==> src/rtl/spi_program_loader_pkg.sv <==
// Shared definitions for the SPI program loader: sequencer states,
// instruction width and status-byte layout.
package spi_program_loader_pkg;

  localparam int unsigned INSTR_WIDTH    = 16;
  localparam int unsigned STATUS_RUN_BIT = 7;
  localparam int unsigned STATUS_LEN_MSB = 5;

  typedef enum logic [1:0] {
    ST_IDLE = 2'd0,
    ST_LOAD = 2'd1,
    ST_RUN  = 2'd2
  } state_t;

  function automatic logic [7:0] status_byte(input logic was_run, input logic [5:0] len);
    logic [7:0] s;
    s = '0;
    s[STATUS_RUN_BIT] = was_run;
    s[STATUS_LEN_MSB:0] = len;
    return s;
  endfunction

endpackage

==> src/rtl/spi_program_loader_if.sv <==
// SPI bus between the host (master) and the program loader (slave).
interface spi_program_loader_if;
  logic sclk;
  logic cs_n;
  logic mosi;
  logic miso;

  modport master (output sclk, cs_n, mosi, input miso);
  modport slave  (input sclk, cs_n, mosi, output miso);
endinterface

==> src/rtl/spi_program_loader_rx.sv <==
// SPI mode-0 slave front end: input synchronisers, edge detection,
// 16-bit word shift-in and status-byte shift-out.
module spi_slave_rx
  import spi_program_loader_pkg::*;
#(
  parameter int unsigned SYNC_STAGES = 2
) (
  input  logic                   clk,
  input  logic                   rst_n,
  input  logic                   sclk,
  input  logic                   cs_n,
  input  logic                   mosi,
  input  logic [7:0]             status_in,
  output logic                   miso,
  output logic                   cs_fall,
  output logic                   cs_rise,
  output logic                   word_valid,
  output logic [INSTR_WIDTH-1:0] word
);

  logic [SYNC_STAGES-1:0] sclk_sync, cs_sync, mosi_sync;
  logic sclk_d, cs_d;
  logic sclk_s, cs_s, mosi_s;
  logic sclk_rise, sclk_fall;
  logic [$clog2(INSTR_WIDTH)-1:0] bit_cnt;
  logic [7:0] tx_q;

  assign sclk_s    = sclk_sync[SYNC_STAGES-1];
  assign cs_s      = cs_sync[SYNC_STAGES-1];
  assign mosi_s    = mosi_sync[SYNC_STAGES-1];
  assign sclk_rise = sclk_s & ~sclk_d;
  assign sclk_fall = ~sclk_s & sclk_d;
  assign cs_fall   = ~cs_s & cs_d;
  assign cs_rise   = cs_s & ~cs_d;
  assign miso      = tx_q[7];

  // cs_n syncs reset to the deasserted level so release never fakes a fall
  always_ff @(posedge clk or negedge rst_n) begin
    if (!rst_n) begin
      sclk_sync <= '0;
      cs_sync   <= '1;
      mosi_sync <= '0;
      sclk_d    <= 1'b0;
      cs_d      <= 1'b1;
    end else begin
      sclk_sync <= {sclk_sync[SYNC_STAGES-2:0], sclk};
      cs_sync   <= {cs_sync[SYNC_STAGES-2:0], cs_n};
      mosi_sync <= {mosi_sync[SYNC_STAGES-2:0], mosi};
      sclk_d    <= sclk_s;
      cs_d      <= cs_s;
    end
  end

  always_ff @(posedge clk or negedge rst_n) begin
    if (!rst_n) begin
      bit_cnt    <= '0;
      word       <= '0;
      word_valid <= 1'b0;
    end else begin
      word_valid <= 1'b0;
      if (cs_fall || cs_rise) begin
        bit_cnt <= '0;
      end else if (!cs_s && sclk_rise) begin
        word       <= {word[INSTR_WIDTH-2:0], mosi_s};
        bit_cnt    <= bit_cnt + 1'b1;
        word_valid <= &bit_cnt;
      end
    end
  end

  always_ff @(posedge clk or negedge rst_n) begin
    if (!rst_n) begin
      tx_q <= '0;
    end else if (cs_fall) begin
      tx_q <= status_in;
    end else if (!cs_s && sclk_fall) begin
      tx_q <= {tx_q[6:0], 1'b0};
    end
  end

endmodule

==> src/rtl/spi_program_loader.sv <==
// SPI-loaded instruction store plus looping sequencer feeding the
// execution stage one pc/opcode/operand/valid tuple per enabled cycle.
module spi_program_loader
  import spi_program_loader_pkg::*;
#(
  parameter int unsigned ROM_ADDRESS_WIDTH = 5,
  parameter int unsigned INPUT_DATA_WIDTH  = 4,
  parameter int unsigned SYNC_STAGES       = 2
) (
  input  logic                          clk,
  input  logic                          reset,
  spi_program_loader_if.slave           spi,
  input  logic                          run_en,
  output logic [2*INPUT_DATA_WIDTH-1:0] pc,
  output logic [2*INPUT_DATA_WIDTH-1:0] opcode,
  output logic [2*INPUT_DATA_WIDTH-1:0] operand,
  output logic                          valid,
  output logic [ROM_ADDRESS_WIDTH:0]    prog_len,
  output logic                          loading
);

  localparam int unsigned DEPTH = 1 << ROM_ADDRESS_WIDTH;
  localparam int unsigned BW    = 2 * INPUT_DATA_WIDTH;
  localparam logic [ROM_ADDRESS_WIDTH:0] FULL = (ROM_ADDRESS_WIDTH + 1)'(DEPTH);
  localparam logic [ROM_ADDRESS_WIDTH:0] ONE  = {{ROM_ADDRESS_WIDTH{1'b0}}, 1'b1};

  typedef logic [ROM_ADDRESS_WIDTH-1:0] addr_t;

  state_t state, state_next;
  logic cs_fall, cs_rise, word_valid;
  logic [INSTR_WIDTH-1:0] word;
  logic [7:0] status;
  addr_t wptr, pc_q, rd_addr;
  logic [ROM_ADDRESS_WIDTH:0] count;
  logic last;
  logic [INSTR_WIDTH-1:0] store [DEPTH];

  assign status  = status_byte(state == ST_RUN, prog_len[5:0]);
  assign loading = (state == ST_LOAD);
  assign pc      = {{(BW - ROM_ADDRESS_WIDTH){1'b0}}, pc_q};
  assign last    = ({1'b0, pc_q} == (prog_len - ONE));

  // After a presented tuple advance; after a hold (or from start) re-read pc
  assign rd_addr = valid ? (last ? '0 : pc_q + addr_t'(1)) : pc_q;

  spi_slave_rx #(.SYNC_STAGES(SYNC_STAGES)) u_rx (
    .clk        (clk),
    .rst_n      (reset),
    .sclk       (spi.sclk),
    .cs_n       (spi.cs_n),
    .mosi       (spi.mosi),
    .status_in  (status),
    .miso       (spi.miso),
    .cs_fall    (cs_fall),
    .cs_rise    (cs_rise),
    .word_valid (word_valid),
    .word       (word)
  );

  always_ff @(posedge clk or negedge reset) begin
    if (!reset) state <= ST_IDLE;
    else        state <= state_next;
  end

  always_comb begin
    state_next = state;
    if (cs_fall) begin
      state_next = ST_LOAD;
    end else if (state == ST_LOAD && cs_rise) begin
      state_next = (count != '0) ? ST_RUN : ST_IDLE;
    end
  end

  always_ff @(posedge clk or negedge reset) begin
    if (!reset) begin
      pc_q     <= '0;
      opcode   <= '0;
      operand  <= '0;
      valid    <= 1'b0;
      prog_len <= '0;
      wptr     <= '0;
      count    <= '0;
    end else if (cs_fall) begin
      valid <= 1'b0;
      pc_q  <= '0;
      wptr  <= '0;
      count <= '0;
    end else begin
      valid <= 1'b0;
      case (state)
        ST_LOAD: begin
          if (word_valid) begin
            wptr  <= wptr + addr_t'(1);
            count <= (count == FULL) ? FULL : count + ONE;
          end
          if (cs_rise) prog_len <= count;
        end
        ST_RUN: begin
          if (run_en) begin
            pc_q    <= rd_addr;
            opcode  <= store[rd_addr][INSTR_WIDTH-1 -: BW];
            operand <= store[rd_addr][BW-1:0];
            valid   <= 1'b1;
          end
        end
        default: ;
      endcase
    end
  end

  always_ff @(posedge clk) begin
    if (state == ST_LOAD && word_valid && !cs_fall) store[wptr] <= word;
  end

endmodule

==> src/flat_wrapper.sv <==
// flat-port wrapper written by rule: the top's interface ports become plain ports
module spi_program_loader_flat import spi_program_loader_pkg::*;
#(
  parameter int unsigned ROM_ADDRESS_WIDTH = 5,
  parameter int unsigned INPUT_DATA_WIDTH  = 4,
  parameter int unsigned SYNC_STAGES       = 2
)
  (clk, reset, run_en, pc, opcode, operand, valid, prog_len, loading, spi_sclk, spi_cs_n, spi_mosi, spi_miso);
  spi_program_loader_if spi_i ();
  input  logic clk;
  input  logic reset;
  input  logic run_en;
  output logic [2*INPUT_DATA_WIDTH-1:0] pc;
  output logic [2*INPUT_DATA_WIDTH-1:0] opcode;
  output logic [2*INPUT_DATA_WIDTH-1:0] operand;
  output logic valid;
  output logic [ROM_ADDRESS_WIDTH:0] prog_len;
  output logic loading;
  input wire logic [$bits(spi_i.sclk)-1:0] spi_sclk;
  input wire logic [$bits(spi_i.cs_n)-1:0] spi_cs_n;
  input wire logic [$bits(spi_i.mosi)-1:0] spi_mosi;
  output wire logic [$bits(spi_i.miso)-1:0] spi_miso;
  assign spi_i.sclk = spi_sclk;
  assign spi_i.cs_n = spi_cs_n;
  assign spi_i.mosi = spi_mosi;
  assign spi_miso = spi_i.miso;
  spi_program_loader #(.ROM_ADDRESS_WIDTH(ROM_ADDRESS_WIDTH), .INPUT_DATA_WIDTH(INPUT_DATA_WIDTH), .SYNC_STAGES(SYNC_STAGES)) u_core (.clk(clk), .reset(reset), .spi(spi_i), .run_en(run_en), .pc(pc), .opcode(opcode), .operand(operand), .valid(valid), .prog_len(prog_len), .loading(loading));
endmodule
==> config.mk <==
export PLATFORM = sky130hd
export DESIGN_NAME = spi_program_loader_flat
export DESIGN_NICKNAME = d
export VERILOG_FILES = /design/src/rtl/spi_program_loader_pkg.sv /design/src/rtl/spi_program_loader_if.sv /design/src/rtl/spi_program_loader_rx.sv /design/src/rtl/spi_program_loader.sv /design/src/flat_wrapper.sv
export SDC_FILE = /design/constraint.sdc
export NUM_CORES = 1
export LEC_CHECK = 0
export BUFFER_PORTS_ARGS = -buffer_cell sky130_fd_sc_hd__buf_2
export CAP_MARGIN = 20
export CORE_ASPECT_RATIO = 1.25
export CORE_MARGIN = 1
export CORE_UTILIZATION = 25
export CTS_BUF_LIST = sky130_fd_sc_hd__clkbuf_8 sky130_fd_sc_hd__clkbuf_16
export CTS_CLUSTER_SIZE = 30
export DETAILED_ROUTE_END_ITERATION = 12
export GPL_TIMING_DRIVEN = 0
export SYNTH_ARGS = -nofsm -noshare
export SYNTH_HDL_FRONTEND = slang
export SYNTH_SLANG_ARGS = --single-unit
==> constraint.sdc <==
create_clock -name clk -period 2.31 [get_ports clk]
set_input_delay 0.231 -clock clk [delete_from_list [all_inputs] [get_ports clk]]
set_output_delay 0.231 -clock clk [all_outputs]
set_load 0.005 [all_outputs]
==> flow_metrics.env <==
export IMPL_ys_flop_type="edfxtp_1"
export IMPL_p_sw_share_pct=21.29
export IMPL_netlist_area_sq_mm=0.02388
export IMPL_rsz0062_at_grt="true"
export IMPL_yosysTopAreaCell="edfxtp_1"
export IMPL_place_inst=2951
export IMPL_yosysWarnings=0
export IMPL_dp_slack_ns=-1.103
export IMPL_drt_wl_total_microns=68900
export IMPL_hold_path_class="in2reg"
export IMPL_synthDistinctLibCells=65
export IMPL_avgSynthCellArea_sq_um=14.23
export IMPL_ys_ff_latch=590
export IMPL_via_per_inst=4.869
export IMPL_max_freq_ghz=0.3840
export IMPL_outcome="finished with violations"
export IMPL_crit_chain="buf_4 -> xnor2_2 -> nor3_4 -> o211ai_4 -> buf_12 -> o21a_4 -> a22o_1 -> a222oi_1 -> o21ai_1"
export IMPL_firstDrtPassIters=5
export IMPL_cp_data_required_time_ns=2.76
export IMPL_violations="negative setup slack"
export IMPL_total_power_uw=21240
export IMPL_synth_edff_count=512
export IMPL_grt_max_degree=61
export IMPL_gp_congestion=0.8834
export IMPL_nets=1900
export IMPL_core_area_sq_mm=0.09459
export IMPL_dp_final_hpwl_microns=45680
export IMPL_synthTopCellsByArea="edfxtp_1 (64%), dfrtp_1 (7.9%), nand2_1 (5.0%)"
export IMPL_crit_arrival_ns=3.05
export IMPL_clock_skew_ns=0.02234
export IMPL_crit_path_end_kind="flop"
export IMPL_vdd_drop_max_mv=0.4515
export IMPL_clkTransAtPathRegs_ns=0.07
export IMPL_max_stage_delay_ns=0.49
export IMPL_power_share_combinational_pct=1.7
export IMPL_yosys_area_top_type_share_pct=64.39
export IMPL_yosysMostFrequentCell="edfxtp_1"
export IMPL_critPathMaxFanout=6
export IMPL_synth_cells=1678
export IMPL_drv_cap=0
export IMPL_ctsLongestPathBuffers=3
export IMPL_p_int_uw=16710
export IMPL_register_area_sq_mm=0.01734
export IMPL_final_layout_size_suffix_gt1_share_pct=28.88
export IMPL_power_leakage_uw=0.01080
export IMPL_multi_input_area_sq_mm=0.007289
export IMPL_htreeDepth=2
export IMPL_dieArea_sq_mm=0.09676
export IMPL_syn_to_final_growth_pct=28.37
export IMPL_num_vias=15300
export IMPL_clock_sinks=590
export IMPL_overflow=0
export IMPL_p_clk_share_pct=40.3
export IMPL_grt_usage_pct=13.81
export IMPL_grt_pass1_wl_microns=100100
export IMPL_critical_path_slowest_cell="dfrtp_2"
export IMPL_die_h_microns=347.5
export IMPL_critical_path_class="reg2reg"
export IMPL_fin_ws_ns=-0.2940
export IMPL_fill_cells=8999
export IMPL_ys_seq_area_share_pct=72.58
export IMPL_rows=126
export IMPL_cts_root_buffer="clkbuf_16"
export IMPL_slew_viol_final=0
export IMPL_clk_latency_ns=0.60
export IMPL_tightest_slew_ns=0.9492
export IMPL_drc=0
export IMPL_async_flop_share_pct=13.22
export IMPL_synth_commonest_cells="edfxtp_1 (512), nand2_1 (319), nor2_1 (98), nand3_1 (90), dfrtp_1 (75)"
export IMPL_p_seq_share_pct=57.9
export IMPL_post_route_util_pct=32.41
export IMPL_relSlewSlack_pct=36.72
export IMPL_hold_viol_final=0
export IMPL_finalSetupViolations=18
export IMPL_ant_nets=0
export IMPL_design_area_sq_mm=0.03065
export IMPL_final_cells=3143
export IMPL_place_area_sq_mm=0.02606
export IMPL_cts_tree="built"
export IMPL_first_global_vias=15230
export IMPL_period_share_pct=112.7
export IMPL_p_switching_uw=4521
export IMPL_chipWidth_microns=278.4
export IMPL_io_pins=39
export IMPL_start_util_pct=25.24
export IMPL_cts_buffers=52
export IMPL_power_density_mw_per_mm2=692.8
export IMPL_antenna_found_initial=2
export IMPL_wl_per_cell_microns=21.92
export IMPL_period_needed_ns=2.604
export IMPL_port_buffers=35
export IMPL_first_iter_violations=1382
export IMPL_critPathLaunchType="flop"
[critical path: cells and delay by family (launching register included)]
family / cells / cell delay, ns
AOI/OAI and AO/OA: 5 / 1.22
DFF: 1 / 0.49
and+or+nand+nor: 1 / 0.22
buffers and inverters: 2 / 0.37
xor gates and xnor gates: 1 / 0.16
[metal layers]
metal  up-vias  wire length, microns  global-route usage (%)
li1       6720                     -                       -
met2       563                 35710                   24.79
met4         0                  3933                   7.724
met5         -                     0                       0
met3       177                  3250                   1.537
met1      7843                 26000                   15.95
[cells in the final DEF, fill, tap and decap left out, types with 12 or more instances in the layout]
cell,netlist,layout
mux2i_1,50,49
a22o_1,15,13
nand4_1,18,18
buf_2,44,49
edfxtp_1,512,512
nand3_1,90,85
mux2_2,20,20
clkbuf_16,0,56
o2111ai_2,0,14
or2_2,14,12
mux4_2,20,20
and3_1,14,13
o221ai_4,0,13
a21oi_2,0,13
a211o_1,17,17
inv_1,11,17
buf_6,5,28
dfrtp_1,75,64
buf_16,0,13
nor2_4,1,32
a31oi_1,26,15
buf_12,0,43
o211ai_1,17,17
o21ai_0,17,15
a21oi_1,52,38
a22oi_1,12,12
nand2_1,319,307
buf_4,11,73
nor2_1,98,63
[registers in the layout, summed over array words and instances, names as in the netlist, 5 cells and up]
signal,count
u_core.store,512
u_core.u_rx.word,16
u_core.opcode,8
u_core.operand,8
u_core.u_rx.tx_q,8
u_core.count,6
u_core.prog_len,6
u_core.pc_q,5
u_core.wptr,5
[power by group through the flow]
stage / Clock, uW / Combinational (uW) / Sequential, uW
after floorplan: 0 / 74.2 / 12300
after CTS: 8670 / 372 / 12300
after global routing: 9030 / 390 / 12300
final: 8570 / 366 / 12300
after global placement: 0 / 126 / 12600
after detailed placement: 0 / 365 / 12500
[area by class of cell]
| type | instances | area share, % |
|---|---|---|
| sequential | 590 | 56.58 |
| multi-input combinational | 974 | 23.78 |
| clock buffer | 58 | 4.551 |
| clock inverter | 39 | 0.8735 |
| inverter | 11 | 0.1551 |
| buffer | 97 | 2.902 |
| timing repair buffer | 156 | 6.176 |
| antenna | 2 | 0.01633 |
| tap | 1216 | 4.963 |
[cell families after synthesis]
group | after synthesis | synth area share (%)
compound gates | 249 | 7.561
other cells | 1 | 0.01570
fa+ha+maj | 12 | 0.6288
xor+xnor | 22 | 0.9799
flops | 590 | 72.58
simple gates | 598 | 10.93
mux | 90 | 4.926
buf+inv | 116 | 2.384
[what timing repair did]
item / CTS / global route
resized for setup: 313 / 53
hold endpoints to repair: 78 / 0
cloned: 3 / 3
endpoints found under the setup margin: 541 / 191
setup buffers: 75 / 14
pin swaps: 69 / 33
hold buffers: 4 / 0
[metrics by stage]
stage               TNS (ns)  hold slack (ns)
floorplan             -57.13         -0.06459
global placement     -489.52           0.3366
detailed placement   -350.80           0.1430
CTS                   -1.510          0.01394
global route          -3.206          0.06137
finish                -2.212          0.04815
[final timing paths]
kind	startpoint	cells after the start	slack (ns)	end
max in group asynchronous	reset	3	1.61	u_core.valid
min reg2reg	u_core.u_rx.sclk_sync[0]	0	0.35	u_core.u_rx.sclk_sync[1]
max reg2reg	u_core.pc_q[0]	9	-0.29	u_core.opcode[2]
max	u_core.pc_q[0]	9	-0.29	u_core.opcode[2]
min in group asynchronous	reset	2	0.07	u_core.u_rx.word[14]
min	run_en	4	0.05	u_core.pc_q[0]
Power figures use the tool's default switching activity.
